--- src/rtl/arb_mux.sv ---
`default_nettype none
// +----------------------------------------------------------------------------+
// | Module   : arb_mux                                                         |
// | Purpose  : Registered N-way valid/ready mux, fixed-select or round-robin.  |
// | Revision : 1.0                                                             |
// +----------------------------------------------------------------------------+
module arb_mux #(
  parameter int WIDTH = 32,
  parameter int N     = 4,
  parameter int SEL_W = 2
) (
  input  logic               clk,
  input  logic               rst,
  input  logic [N*WIDTH-1:0] in_data,
  input  logic [N-1:0]       in_valid,
  output logic [N-1:0]       in_ready,
  input  logic [SEL_W-1:0]   slct,
  input  logic               rr_en,
  output logic [WIDTH-1:0]   out_data,
  output logic               out_valid,
  input  logic               out_ready,
  output logic [SEL_W-1:0]   out_src
);

  logic [WIDTH-1:0] r_out_data;
  logic [SEL_W-1:0] r_out_src;
  logic             r_out_valid;
  logic [SEL_W-1:0] r_ptr;

  logic             w_load_en;
  logic [SEL_W-1:0] w_hi_idx;
  logic             w_hi_found;
  logic [SEL_W-1:0] w_lo_idx;
  logic             w_fix_valid;
  logic [SEL_W-1:0] w_grant;
  logic             w_grant_valid;
  logic [WIDTH-1:0] w_sel_data;
  logic [SEL_W-1:0] w_ptr_next;

  assign w_load_en = !r_out_valid || out_ready;

  // Round-robin: lowest valid index at or above ptr, else lowest valid overall (wrap).
  always_comb begin
    w_hi_idx   = '0;
    w_hi_found = 1'b0;
    w_lo_idx   = '0;
    for (int i = N - 1; i >= 0; i--) begin
      if (in_valid[i] && (SEL_W'(i) >= r_ptr)) begin
        w_hi_idx   = SEL_W'(i);
        w_hi_found = 1'b1;
      end
      if (in_valid[i]) begin
        w_lo_idx = SEL_W'(i);
      end
    end
  end

  // Fixed select: an out-of-range slct matches no channel and yields no grant.
  always_comb begin
    w_fix_valid = 1'b0;
    for (int i = 0; i < N; i++) begin
      if (slct == SEL_W'(i)) begin
        w_fix_valid = in_valid[i];
      end
    end
  end

  always_comb begin
    if (rr_en) begin
      w_grant       = w_hi_found ? w_hi_idx : w_lo_idx;
      w_grant_valid = |in_valid;
    end else begin
      w_grant       = slct;
      w_grant_valid = w_fix_valid;
    end
  end

  always_comb begin
    w_sel_data = '0;
    for (int i = 0; i < N; i++) begin
      if (w_grant == SEL_W'(i)) begin
        w_sel_data = in_data[i*WIDTH +: WIDTH];
      end
    end
  end

  assign w_ptr_next = (w_grant == SEL_W'(N - 1)) ? '0 : w_grant + SEL_W'(1);

  generate
    for (genvar g = 0; g < N; g++) begin : g_ready
      assign in_ready[g] = !rst && w_load_en && w_grant_valid && (w_grant == SEL_W'(g));
    end
  endgenerate

  always_ff @(posedge clk) begin
    if (rst) begin
      r_out_data  <= '0;
      r_out_src   <= '0;
      r_out_valid <= 1'b0;
      r_ptr       <= '0;
    end else if (w_load_en) begin
      r_out_valid <= w_grant_valid;
      if (w_grant_valid) begin
        r_out_data <= w_sel_data;
        r_out_src  <= w_grant;
        r_ptr      <= w_ptr_next;
      end
    end
  end

  assign out_data  = r_out_data;
  assign out_src   = r_out_src;
  assign out_valid = r_out_valid;

endmodule
`default_nettype wire

--- config.mk ---
export PLATFORM = sky130hd
export DESIGN_NAME = arb_mux
export DESIGN_NICKNAME = d
export VERILOG_FILES = /design/src/rtl/arb_mux.sv
export SDC_FILE = /design/constraint.sdc
export NUM_CORES = 1
export LEC_CHECK = 0
export CORE_MARGIN = 2
export CORE_UTILIZATION = 39
export CTS_CLUSTER_SIZE = 10
export DETAILED_ROUTE_END_ITERATION = 8
export PLACE_DENSITY = 0.85
export SYNTH_ARGS = -nofsm -noshare
export SYNTH_HDL_FRONTEND = slang
export SYNTH_SLANG_ARGS = --single-unit
export TNS_END_PERCENT = 5
--- constraint.sdc ---
create_clock -name clk -period 4.1 [get_ports clk]
set_input_delay 0.41 -clock clk [delete_from_list [all_inputs] [get_ports clk]]
set_output_delay 0.41 -clock clk [all_outputs]
set_load 0.01 [all_outputs]
[Yosys cells after proc, flatten, opt, wreduce, memory -nomap -nowiden]
Cells that the tools add are included.
Cells by class
  add/subtract/negate cells: 1
  order comparisons: 4
  equal/unequal tests: 6
  mux-type cells: 24
  reduce and logical (&&, ||, !) cells: 17
Operator list (count)
  $mux W32: 4
  $mux W2: 11
  $logic_and A1 B1 Y1: 10
  $mux W1: 9
  $eq A2 B2 Y1 const B: 4
  $eq A2 B1 Y1 const B: 2
  $ge A1 B2 Y1 const A: 2
  $ge A2 B2 Y1 const A: 2
  $logic_not A2 Y1: 2
  $reduce_or A4 Y1: 1
  $add A2 B1 Y2 const B: 1
  $logic_not A1 Y1: 2
  $reduce_and A2 Y1: 1
  $logic_or A1 B1 Y1: 1
Word-level totals
  bits in registers: 37
  output and inout bits: 39
  word-level logic and storage cells: 56

[Logic depth before layout (Yosys ltp)]
  depth after elaboration: 13
  mapped depth: 10
  mapped depth without buffers: 9

[Worst setup path before layout]
No wires, ideal clock.
  path type: input to register
  start point: input in_valid[1]
  end point: register r_out_data[2], in the netlist out_data[2]
  arrival time: 2.385 ns
  path slack: 1.627 ns
  cell stages on the path: 10
  cell sequence: o21ba_2 a2111oi_0 o2bb2ai_1 ha_1 clkbuf_1 nor2b_1 clkbuf_1 a221o_1 o211ai_1 a311oi_2
On the way
  cells in the longest elaborated chain, start to end: 10
RTL lines
  start, declared: line 15  | input logic [N-1:0] in_valid,
  $logic_and A1 B1 Y1: line 48  | if (in_valid[i] && (SEL_W'(i) >= r_ptr)) begin
  $mux W2 or $mux W1 (tied branches) (2 in a row): line 48
  $mux W2 (*): line 70  | w_grant = w_hi_found ? w_hi_idx : w_lo_idx;
  $mux W2 (*): line 69  | if (rr_en) begin
  via w_grant[0]: line 35  | logic [SEL_W-1:0] w_grant;
  $logic_not A2 Y1: line 81  | if (w_grant == SEL_W'(i)) begin
  $mux W32 (3 in a row): line 81
  $mux W32 (*): line 81
  end signal, assigned: line 104  | r_out_data <= w_sel_data;
  end, declared: line 25  | logic [WIDTH-1:0] r_out_data;
The timed path passes the listed nets; every way through them passes the cells marked *.
A chain may end at the register's enable or synchronous reset.

[Worst setup path after layout]
  start point: input in_valid[2]
  end point: output in_ready[1]
On the way
  cells in the longest elaborated chain, start to end: 8
RTL lines
  $logic_and A1 B1 Y1: line 48
  $mux W2 or $mux W1 (tied branches) (3 in a row): line 48
  $mux W2 (*): line 70
  $mux W2 (*): line 69
  via w_grant[0]: line 35
  $eq A2 B1 Y1 (*): line 91  | assign in_ready[g] = !rst && w_load_en && w_grant_valid && (w_grant == SEL_W'(g));
  $logic_and A1 B1 Y1 (*): line 91
  end, declared: line 16  | output logic [N-1:0] in_ready,
Marked as above.

==> qor.log <==
qor: critical_path.setup.worst_path.start_class input pin
qor: synthesis.synth-compound-area-share 51.4%
qor: detailed_routing.post_drt_wl_per_cell 18.1 um
qor: sta.max_slew.worst_pin.slew 743 ps
qor: clock_network.cts_root_buf sky130_fd_sc_hd__clkbuf_8
qor: sta.setup_repair_after_global_routing_missed_its_margin false
qor: sta.timing.final.ws_setup 587 ps
qor: sta.fin_worst_skew 3.77 ps
qor: critical_path.endpoint_kind primary output
qor: sta.tns 0 ps
qor: sta.timing.max_slew.rel_slack 50.5%
qor: sta.final_period_minus_worst_setup_slack 3510 ps
qor: final_layout.finish.net_count 585
qor: synthesis.netlist-cell-type-count 33
qor: detailed_routing.drt_wl_total 9400 um
qor: detailed_routing.detail-route-antenna-nets 0
qor: place.dpl_cell_area 0.00433 mm^2
qor: synthesis.synth-warning-count 0
qor: final_layout.filler_cell_count 535
qor: status.outcome complete, no violations
qor: sta.clock.fmax 0.285 GHz
qor: detailed_routing.drt_first_iter_violations 126
qor: final_layout.syn_to_final_growth 73.4%
qor: place.io_buffer_count 176
qor: final_layout.finalNonFillerCells 520
qor: clock_network.worst_skew_pair.late_latency 280 ps
qor: synthesis.simple_gate_fraction_of_synth_area 8.78%
qor: synthesis.muxShareOfSynthArea 1.28%
qor: critical_path.required 3690 ps
qor: synthesis.ys_ff_latch 37
qor: floorplanning.floorplan.die.height 84.9 um
qor: synthesis.largest_family_of_logic_cells_by_synthesized_area compound AO/OA/AOI/OAI gates
qor: clock_network.h-tree-depth 2
qor: synthesis.synth.top_cells.by_area sky130_fd_sc_hd__dfxtp_1, sky130_fd_sc_hd__a311oi_2, sky130_fd_sc_hd__a221o_1
qor: final_layout.final_design_area_no_fill 0.00442 mm^2
qor: clock_network.tritoncts_num_sinks 37
qor: detailed_routing.routed_via_density 5.84
qor: grt.grt-ovfl-total 0
qor: power_and_ir_drop.worst_ir_drop_vdd 0.159 mV
qor: synthesis.synth_common_cells sky130_fd_sc_hd__dfxtp_1, sky130_fd_sc_hd__a21oi_1, sky130_fd_sc_hd__nand2_1
qor: detailed_routing.routed_vias 3035
qor: critical_path.crit_path_start in_valid[2]
qor: place.dp_hpwl 6880 um
qor: floorplanning.floorplan.io_pins 177
qor: floorplanning.die_area 0.00720 mm^2
qor: synthesis.synth_largest_area_cell sky130_fd_sc_hd__dfxtp_1
qor: synthesis.synth_fa_ha_area_share 1.96%
qor: grt.track_usage 25.4%
qor: floorplanning.rows 29
qor: clock_network.cts-hold-fix-buffers 0
qor: floorplanning.start_util 40.2%
qor: power_and_ir_drop.power.density 299 mW/mm^2
qor: clock_network.tritoncts built
qor: final_layout.finalCoreUtilization 69.6%
qor: min_path.worst_hold_path_type in2reg
qor: clock_network.postCtsSetupBuffers 0
qor: sta.hold-worst-slack 493 ps
qor: final_layout.insertedDiodeCount 0
qor: place.routabilityCongestion 0.857
qor: floorplanning.core 0.00635 mm^2
qor: power_and_ir_drop.power.total 1.32 mW
qor: critical_path.worstReg2RegStart r_ptr[1]
qor: final_layout.multi_input_area 0.00162 mm^2
qor: grt.grt_antenna_before_repair 0
qor: synthesis.post-synth-top-area-fraction 29.0%
qor: power_and_ir_drop.power_leakage 1.53 nW
qor: grt.grt_pass1_vias 3067
qor: final_layout.layout_cells_sized_above_1 12.4%
qor: place.placement.setup.worst_slack 617 ps
qor: sta.finalHoldViolations 0
qor: synthesis.synth_enable_flop_cells 0
qor: clock_network.tritoncts.num_buffers 5
qor: flow_run.cap_violations 0
qor: sta.period_share 85.7%
qor: final_layout.ff_latch_area 741 um^2
qor: sta.report.final.setup_viol 0
qor: grt.pin_count_of_the_biggest_net_entering_global_routing 36
qor: clock_network.cts-root-to-sink-buffers 2
qor: synthesis.synth.cell_area 0.00255 mm^2
qor: clock_network.post_cts_resized 0
qor: synthesis.synthFlopType sky130_fd_sc_hd__dfxtp_1
qor: synthesis.top_count_cell_post_synth sky130_fd_sc_hd__dfxtp_1
qor: synthesis.yosysSeqAreaShare 29.0%
qor: floorplanning.die_width 84.9 um
qor: clock_network.clkSlewWorstSetupHoldPaths 70 ps
qor: critical_path.arrival 3100 ps
qor: detailed_routing.drc 0
qor: critical_path.crit_fanout 20
qor: critical_path.timing.setup.critical_path_class in2out
qor: synthesis.xor_xnor_share_of_the_synthesized_area 0%
qor: sta.timing.final.max_slew_violations 0
qor: grt.global_route_wire_length_before_repair 14700 um
qor: synthesis.avgSynthCellArea 8.98 um^2
qor: min_path.hold_path_startpoint rst
qor: synthesis.ys_async_sr_fraction 0%
qor: place.placedCellCount 513
qor: synthesis.syn-instance-count 284
qor: detailed_routing.firstDrtPassIters 4
qor: synthesis.postSynthNetCount 426
## area by class of cell
cell class                 instances  share of cell area (%)
inverter                           8                   0.679
clock buffer                       7                    1.95
sequential                        37                    16.8
timing repair buffer             188                    41.8
tap                               77                    2.18
multi-input combinational        203                    36.7
## cells in the final DEF, fill, tap and decap left out, types with 2 or more instances in the layout
cell type / instances
sky130_fd_sc_hd__inv_1: 7
sky130_fd_sc_hd__o211ai_1: 33
sky130_fd_sc_hd__a21oi_1: 36
sky130_fd_sc_hd__and3_1: 2
sky130_fd_sc_hd__nand3_1: 3
sky130_fd_sc_hd__a311oi_2: 29
sky130_fd_sc_hd__nand2b_1: 4
sky130_fd_sc_hd__a221o_1: 32
sky130_fd_sc_hd__mux2_2: 2
sky130_fd_sc_hd__nand2_1: 36
sky130_fd_sc_hd__clkdlybuf4s50_1: 175
sky130_fd_sc_hd__a211oi_1: 2
sky130_fd_sc_hd__buf_4: 12
sky130_fd_sc_hd__clkbuf_8: 6
sky130_fd_sc_hd__ha_1: 4
sky130_fd_sc_hd__dfxtp_1: 37
sky130_fd_sc_hd__a311oi_1: 2
sky130_fd_sc_hd__nor2_1: 3
## layer usage
layer	GRT usage, %	part of all wire, %	wire length, um	vias up
met2	46.2	51	4770	161
met3	6.23	8.1	763	15
li1	-	-	-	1460
met5	0	0	0	-
met1	28.8	40	3720	1399
met4	8.80	1.6	153	0
## final timing paths
path                                endpoint  slack, ps  cells past startpoint
worst min register to register  out_data[12]        520                      2
worst min-delay path            out_data[30]        490                      3
worst max register to register  out_data[13]       1210                      8
worst max-delay path             in_ready[1]        590                      7
## critical path: stages
cell,delay [ps]
sky130_fd_sc_hd__clkdlybuf4s50_1,580
sky130_fd_sc_hd__nor2b_1,200
sky130_fd_sc_hd__a2111oi_0,90
sky130_fd_sc_hd__o2bb2ai_1,310
sky130_fd_sc_hd__ha_1,700
sky130_fd_sc_hd__and3_1,270
sky130_fd_sc_hd__clkdlybuf4s50_1,540
## kinds of logic after synthesis
group                    count (synthesis)
multiplexers                             3
flip-flops                              37
AND/OR/NAND/NOR                         52
buffers and inverters                   44
AO/OA/AOI/OAI                          144
adder cells (fa/ha/maj)                  4
## power by group
part	switching [mW]	internal [mW]
Clock	0.122	0.133
Sequential	0.0275	0.408
Combinational	0.280	0.350
Total	0.429	0.892
## flip-flops by register name, summed over array words and instances (netlist names)
signal,cells
out_valid,1
out_src,2
r_ptr,2
out_data,32
Power figures use the tool's default switching activity.
